==> config.mk <==
export PLATFORM = sky130hd
export DESIGN_NAME = regfile_sb
export DESIGN_NICKNAME = d
export VERILOG_FILES = /design/src/rtl/regfile_sb.sv
export SDC_FILE = /design/constraint.sdc
export NUM_CORES = 1
export LEC_CHECK = 0
export CAP_MARGIN = 20
export CORE_MARGIN = 3
export CORE_UTILIZATION = 40
export DETAILED_ROUTE_END_ITERATION = 10
export HOLD_SLACK_MARGIN = 0.02
export PLACE_DENSITY_LB_ADDON = 0.3
export SLEW_MARGIN = 30
export SYNTH_ARGS = -nofsm -noshare
export SYNTH_HDL_FRONTEND = slang
export SYNTH_SLANG_ARGS = --single-unit
==> constraint.sdc <==
create_clock -name clk -period 2.97 [get_ports clk]
set_input_delay 0.594 -clock clk [delete_from_list [all_inputs] [get_ports clk]]
set_output_delay 0.594 -clock clk [all_outputs]
set_load 0.005 [all_outputs]
==> src/rtl/regfile_sb.sv <==
// regfile_sb: 2**ADDR_W x DATA_W register file with two combinational read ports, one
// write port fed by the writeback stage, and a per-register pending-write scoreboard.
//
// Ports:
//   clk        system clock, all state updates on the rising edge
//   rst        synchronous active-high reset (clears registers, counters, sb_err)
//   we_w       writeback write enable
//   dest_w     writeback destination register
//   wdata_w    writeback data
//   ra_a/ra_b  read addresses for ports A/B
//   use_a/b    operand A/B is actually needed (qualifies the hazard check)
//   iss_valid  decode is issuing an instruction this cycle
//   iss_we     the issued instruction writes a register
//   iss_dest   destination of the issued instruction
//   rd_a/rd_b  read data, with write-through bypass from the writeback port
//   stall      operand hazard; the issue is not accepted
//   sb_err     sticky scoreboard over/underflow error
//
// Optional feature: define REGFILE_R0_ZERO_EN to hardwire register 0 to zero
// (writes dropped, reads return 0, r0 never tracked by the scoreboard).

module regfile_sb #(
    parameter int unsigned DATA_W = 16,
    parameter int unsigned ADDR_W = 4,
    parameter int unsigned CNT_W  = 2
) (
    input  logic              clk,
    input  logic              rst,
    input  logic              we_w,
    input  logic [ADDR_W-1:0] dest_w,
    input  logic [DATA_W-1:0] wdata_w,
    input  logic [ADDR_W-1:0] ra_a,
    input  logic [ADDR_W-1:0] ra_b,
    input  logic              use_a,
    input  logic              use_b,
    input  logic              iss_valid,
    input  logic              iss_we,
    input  logic [ADDR_W-1:0] iss_dest,
    output logic [DATA_W-1:0] rd_a,
    output logic [DATA_W-1:0] rd_b,
    output logic              stall,
    output logic              sb_err
);

    localparam int NREG = 1 << ADDR_W;
    localparam logic [CNT_W-1:0] CNT_MAX = '1;
    localparam logic [CNT_W-1:0] CNT_ONE = CNT_W'(1);

    logic [DATA_W-1:0] regs_q [NREG];
    logic [DATA_W-1:0] regs_d [NREG];
    logic [CNT_W-1:0]  cnt_q  [NREG];
    logic [CNT_W-1:0]  cnt_d  [NREG];
    logic              sb_err_q, sb_err_d;

    logic [NREG-1:0]   busy;
    logic [NREG-1:0]   inc;
    logic [NREG-1:0]   dec;
    logic              accept;

    // Read ports with write-through bypass so a same-cycle writeback is visible.
    always_comb begin
        rd_a = regs_q[ra_a];
        rd_b = regs_q[ra_b];
        if (we_w && (dest_w == ra_a)) rd_a = wdata_w;
        if (we_w && (dest_w == ra_b)) rd_b = wdata_w;
`ifdef REGFILE_R0_ZERO_EN
        if (ra_a == '0) rd_a = '0;
        if (ra_b == '0) rd_b = '0;
`endif
    end

    // A register with its last pending write arriving this cycle is not busy:
    // the bypass already supplies the value.
    always_comb begin
        busy = '0;
        for (int i = 0; i < NREG; i++) begin
            busy[i] = (cnt_q[i] != '0) &&
                      !((cnt_q[i] == CNT_ONE) && we_w && (dest_w == ADDR_W'(i)));
        end
    end

    assign stall  = (use_a && busy[ra_a]) || (use_b && busy[ra_b]);
    assign accept = iss_valid && iss_we && !stall;
    assign sb_err = sb_err_q;

    always_comb begin
        inc = '0;
        dec = '0;
        for (int i = 0; i < NREG; i++) begin
            inc[i] = accept && (iss_dest == ADDR_W'(i));
            dec[i] = we_w && (dest_w == ADDR_W'(i));
        end
`ifdef REGFILE_R0_ZERO_EN
        inc[0] = 1'b0;
        dec[0] = 1'b0;
`endif
    end

    // Counters saturate at both ends; any clipped update flags sb_err.
    always_comb begin
        sb_err_d = sb_err_q;
        for (int i = 0; i < NREG; i++) begin
            regs_d[i] = regs_q[i];
            cnt_d[i]  = cnt_q[i];
            if (inc[i] && !dec[i]) begin
                if (cnt_q[i] == CNT_MAX) sb_err_d = 1'b1;
                else                     cnt_d[i] = cnt_q[i] + CNT_ONE;
            end else if (dec[i] && !inc[i]) begin
                if (cnt_q[i] == '0) sb_err_d = 1'b1;
                else                cnt_d[i] = cnt_q[i] - CNT_ONE;
            end
        end
`ifdef REGFILE_R0_ZERO_EN
        if (we_w && (dest_w != '0)) regs_d[dest_w] = wdata_w;
`else
        if (we_w) regs_d[dest_w] = wdata_w;
`endif
    end

    always_ff @(posedge clk) begin
        if (rst) begin
            for (int i = 0; i < NREG; i++) begin
                regs_q[i] <= '0;
                cnt_q[i]  <= '0;
            end
            sb_err_q <= 1'b0;
        end else begin
            for (int i = 0; i < NREG; i++) begin
                regs_q[i] <= regs_d[i];
                cnt_q[i]  <= cnt_d[i];
            end
            sb_err_q <= sb_err_d;
        end
    end

endmodule

==> results of run 1 <==
registers in the layout, indices dropped and copies added (netlist names):
signal / flops
cnt_q: 32
regs_q: 256
sb_err: 1
stage by stage:
stage | worst slack (ns) | power [mW] | hold slack [ns]
3_3_place_gp | -0.995 | 5.07 | 0.449
2_1_floorplan | -0.0161 | 4.60 | 0.443
4_1_cts | -0.128 | 9.94 | 0.465
3_5_place_dp | -1.02 | 5.08 | 0.457
5_1_grt | -0.169 | 10.2 | 0.475
6_report | -0.126 | 9.91 | 0.467
worst paths after layout:
path / from / endpoint / cells after the start
max: ra_b[0] / rd_b[15] / 8
min: regs_q[1][2] / regs_q[1][2] / 2
max reg2reg: cnt_q[0][7] / cnt_q[0][3] / 15
min reg2reg: regs_q[1][2] / regs_q[1][2] / 2
cells in the mapped netlist, types with 2 or more instances:
master	number
buf_4	2
nand4_1	20
o22ai_1	19
nand2_1	545
nor3b_1	15
clkbuf_1	100
mux2i_1	3
a21oi_1	275
dfxtp_1	289
a31oi_1	15
o32ai_1	4
nand3_1	4
nor2_1	65
clkinv_1	16
a21oi_2	2
nor2b_1	32
nand4b_1	2
nor4_1	3
nand3b_1	4
nor3_1	6
and3_1	3
nand2b_1	2
and4_1	16
buf_2	34
mux4_2	160
ha_1	80
nor4_4	2
a22oi_1	7
and3b_1	2
inv_1	38
xnor2_1	18
a22o_1	3
xor2_1	6
and2_1	2
buf_1	8
mux2_2	32
a211oi_1	16
a221oi_1	4
buf_6	11
o21ai_0	2
a2111oi_0	7
power groups by stage:
stage,combinational [mW],clock [mW],sequential [mW]
after floorplan,0.573,0,4.03
after global placement,1.03,0,4.04
after detailed placement,1.04,0,4.04
after CTS,1.27,4.72,3.95
after global routing,1.34,4.86,3.96
final,1.29,4.67,3.96
layout make-up:
| cell class | instances | area (sq um) |
|---|---|---|
| clock inverter | 15 | 280 |
| fill | 3480 | 17900 |
| sequential | 289 | 5810 |
| clock buffer | 45 | 962 |
| timing repair buffer | 410 | 4160 |
| inverter | 54 | 208 |
| multi-input combinational | 1384 | 11400 |
| tap | 532 | 666 |
metal layers:
| metal | vias to the layer above | GRT usage [%] |
|---|---|---|
| met5 | - | 0 |
| met4 | 0 | 15.8 |
| met3 | 257 | 6.18 |
| met2 | 1066 | 47.2 |
| met1 | 8083 | 37.6 |
| li1 | 7236 | - |
logic make-up after synthesis:
logic type | Yosys count | share of synthesized area, %
flops | 289 | 34.0
simple gates | 727 | 18.3
fa+ha+maj | 80 | 5.89
xor+xnor | 24 | 1.24
mux | 195 | 23.5
buf+inv | 209 | 5.39
compound gates | 358 | 11.7
worst min-delay path, cell delays in order (launching register included):
cell     delay (ns)
dfxtp_1        0.32
nand2_1        0.05
a21oi_1        0.05
what timing repair did:
| item | in CTS | in global routing |
|---|---|---|
| pin swaps | 46 | 52 |
| endpoints found under the hold margin | 0 | 0 |
| cloned | 12 | 0 |
| gates resized for setup | 370 | 128 |
| buffers inserted | 66 | 17 |
| endpoints found under the setup margin | 66 | 64 |
==> flow_summary.toml, run 1 <==
[outcome]
status = "complete, but fails checks"
violations = "negative setup slack"

[route]
dr.first_iter.drc_count = 2135
drc = 0
wl_met1_mm = 25.0
wl_per_cell_um = 24.8
dr_wl_met3_mm = 7.67
dr.max_layer_used = "met4"
vias = 16600
route.met2.wl_mm = 31.0
vias_per_cell = 6.10
routed_wl_mm = 67.8
drtAntennaViolNets = 0
dr.pass1.iters = 6

[timing]
fin_crit_ns = 3.10
rsz0062_at_grt = "true"
setup_slack_ns = -0.126
fin_tns_setup_ns = -2.05
slew_violations = 0
hold_viol = 0
fmax_mhz = 323
tightestPinTransition_ns = 0.864
setup_viol = 26
fin_crit_sh_pct = 104
finalClockSkew_ns = 0.0133
relSlewSlack_pct = 42.4

[worst_setup_path]
critPathTopFamily = "multiplexers"
cp-start-kind = "input port"
cpPeakStageDelay_ns = 0.51
crit_chain = "buf_12 > buf_12 > buf_6 > buf_12 > mux4_2 > mux4_2 > mux2_4 > buf_6"
cp_common_cell = "buf_12"
rrSetupSlack_ns = -0.08
end_kind = "output pin"
path_buf_inv = 5
worstPathArrival_ns = 2.50
worstSetupPathType = "input port to output pin"
critPathRequiredTime_ns = 2.38
cp_max_fo = 7
crit_path_top_delay_cell = "mux4_2"

[synth]
syn_nets = 2001
yosysTopAreaCell = "dfxtp_1"
synth.avg_cell_area_sq_um = 9.04
ys_seq_area_share_pct = 34.0
synth.distinct_cells = 49
synth_edf_count = 0
syn-cell-area_sq_um = 17000
async_flop_share_pct = 0
synth_cells = 1882
synth_flop_cell = "dfxtp_1"
post-synth-top-area-fraction_pct = 34.0
yosysWarnings = 0
yosys-top-cells-area = "dfxtp_1, mux4_2, nand2_1"
ys_ff_latch = 289

[pwr]
p_int_mw = 7.37
power_density_nw_per_um2 = 422
p_sw_share_pct = 25.6
p_seq_share_pct = 39.9
peakVddDrop_v = 0.000408
p_clk_share_pct = 47.1
switchingPower_mw = 2.54
pwr-share-comb_pct = 13.0
power_leakage_nw = 8.41

[grt]
grt_pass1_wl_mm = 99.4
grt_use_total_pct = 29.5
grt_overflow = 0
antenna_found_initial = 0
grt_max_degree = 116
grt_pass1_vias = 16200

[clock_tree]
clk_path_buf_depth = 3
cts_buffers = 34
clock-root-buffer = "clkbuf_16"
clk_pin_slew_worst_paths_ns = 0.06
cts_tree = "done"
cts.hold.buffers_added = 0
cts_sinks = 289
htree_levels = 2
clk_latency_ns = 0.56

[floorplanning]
start_util_pct = 41.1
dieArea_sq_um = 45000
core_area_sq_um = 41400
die_w_um = 212
io_pins = 73
rows = 74
die_h_um = 212

[place]
dp_hpwl_mm = 40.8
port_buffers = 72
dp_cells = 2588
gp_congestion = 0.954
placed_cell_area_sq_um = 20100

[final_layout]
nets = 2292
drive_above_1_share_pct = 35.8
area_growth_pct = 38.0
fin_area_sq_um = 23500
final_cell_mix = "nand2_1, dfxtp_1, a21oi_1"
final_common_cell = "nand2_1"
antenna_cells = 0
finalNonFillerCells = 2729
final_core_util_pct = 56.7

[min_path]
hold_path_class = "flop to flop"

[flow_run]
cap_violations = 0
Power figures use the tool's default switching activity.
==> inputs of run 2 (changes only) <==
Settings changed: SKIP_CTS_REPAIR_TIMING set to 1.
==> flow_summary.toml, run 2 (synthesis results as in run 1) <==
[outcome]
status = "complete, but fails checks"
violations = "negative setup slack"

[timing]
fin_crit_ns = 3.15
finalClockSkew_ns = 0.00995
tightestPinTransition_ns = 0.852
hold_viol = 0
setup_viol = 21
fin_crit_sh_pct = 106
rsz0062_at_grt = "true"
fmax_mhz = 318
hold_slack_ns = 0.467
slew_violations = 0
relSlewSlack_pct = 43.2
setup_slack_ns = -0.179

[final_layout]
drive_above_1_share_pct = 34.7
nets = 2278
area_growth_pct = 35.8
antenna_cells = 0
final_core_util_pct = 55.8
largest-register = "regs_q"
final_common_cell = "nand2_1"
largest_reg_flops = 256
final_cell_mix = "nand2_1, dfxtp_1, a21oi_1"
fin_area_sq_um = 23100

[grt]
grt_pass1_vias = 15600
grt_pass1_wl_mm = 94.8
met1_usage_pct = 35.8
grt_overflow = 0
grt_use_total_pct = 28.1
grt_use_met3_pct = 5.31
grt_max_degree = 116
busiest_layer = "met2"
grtUsageMet2_pct = 45.3
antenna_found_initial = 1

[floorplanning]
io_pins = 73
die_w_um = 212
rows = 74
die_h_um = 212
dieArea_sq_um = 45000
start_util_pct = 41.1
core_area_sq_um = 41400

[route]
drc = 0
routed_wl_mm = 67.5
wl_per_cell_um = 24.8
drtAntennaViolNets = 0
dr.first_iter.drc_count = 2115
vias = 16500
dr.pass1.iters = 6
vias_per_cell = 6.08

[place]
port_buffers = 72
gp_congestion = 0.954
dpl_worst_slack_ns = -1.02
dp_hpwl_mm = 40.8
placed_cell_area_sq_um = 20100

[flow_run]
cap_violations = 0

[clock_tree]
clk_latency_ns = 0.56
clk_path_buf_depth = 3
htree_levels = 2
cts_tree = "done"
clk_pin_slew_worst_paths_ns = 0.05
cts_buffers = 34
cts_sinks = 289
clock-root-buffer = "clkbuf_16"

[worst_setup_path]
cp_common_cell = "buf_6"
path_buf_inv = 6
worstSetupPathType = "input port to output pin"
cpPeakStageDelay_ns = 0.48
critPathTopFamily = "multiplexers"
end_kind = "output pin"
crit_path_top_delay_cell = "mux4_2"
cp_max_fo = 8
crit_chain = "buf_12 > buf_12 > clkbuf_16 > buf_6 > buf_6 > mux4_2 > mux4_2 > mux2_4 > buf_6"
cp-start-kind = "input port"
worstPathArrival_ns = 2.56
critPathRequiredTime_ns = 2.38

[pwr]
power_leakage_nw = 8.40
peakVddDrop_v = 0.000408
power_density_nw_per_um2 = 429

[min_path]
hold_path_class = "flop to flop"
-- run 2: worst paths after layout --
check | cells past startpoint | endpoint | startpoint | slack, ns
worst max-delay path | 9 | rd_b[3] | ra_b[0] | -0.18
worst min-delay path | 2 | regs_q[13][12] | regs_q[13][12] | 0.47
worst max register to register | 15 | sb_err | cnt_q[0][9] | -0.04
worst min register to register | 2 | regs_q[13][12] | regs_q[13][12] | 0.47
-- run 2: report_power, final --
part / internal (mW) / leakage (nW) / switching, mW / total, mW
clock network: 2.83 / 0.608 / 1.85 / 4.68
logic: 0.604 / 5.45 / 0.666 / 1.27
registers: 3.92 / 2.34 / 0.0346 / 3.96
total: 7.36 / 8.40 / 2.55 / 9.90
-- run 2: area by class of cell --
type / count / area (sq um)
inverter: 54 / 205
timing repair buffer: 396 / 3960
clock buffer: 45 / 962
tap: 532 / 666
multi-input combinational: 1384 / 11200
clock inverter: 15 / 280
sequential: 289 / 5800
fill: 3553 / 18300
-- run 2: per-layer routing --
layer | vias up | share of wire [%]
li1 | 7207 | -
met1 | 8021 | 38
met2 | 1003 | 46
met3 | 264 | 11
met4 | 2 | 5.8
met5 | - | 0.018
-- run 2: worst reg2reg max path: stages (launching register included) --
cell and delay, ns:
dfxtp_1 0.34, inv_1 0.07, ha_1 0.24, a31oi_2 0.22, o22ai_2 0.15, nor4_4 0.37
a21oi_4 0.08, buf_12 0.15, clkbuf_4 0.18, and4_4 0.17, ha_4 0.17, a22o_1 0.20
a221oi_2 0.20, nand4_1 0.12, nor3_1 0.19, nor2_1 0.06
-- run 2: through the flow --
stage | power (mW) | TNS (ns) | std cells
after detailed placement | 5.08 | -45.64 | 2588
after global routing | 10.1 | -3.07 | 2715
after floorplan | 4.60 | -0.0161 | 1882
after global placement | 5.07 | -43.95 | 2588
after CTS | 9.71 | -26.58 | 2648
final | 9.90 | -1.86 | 2715
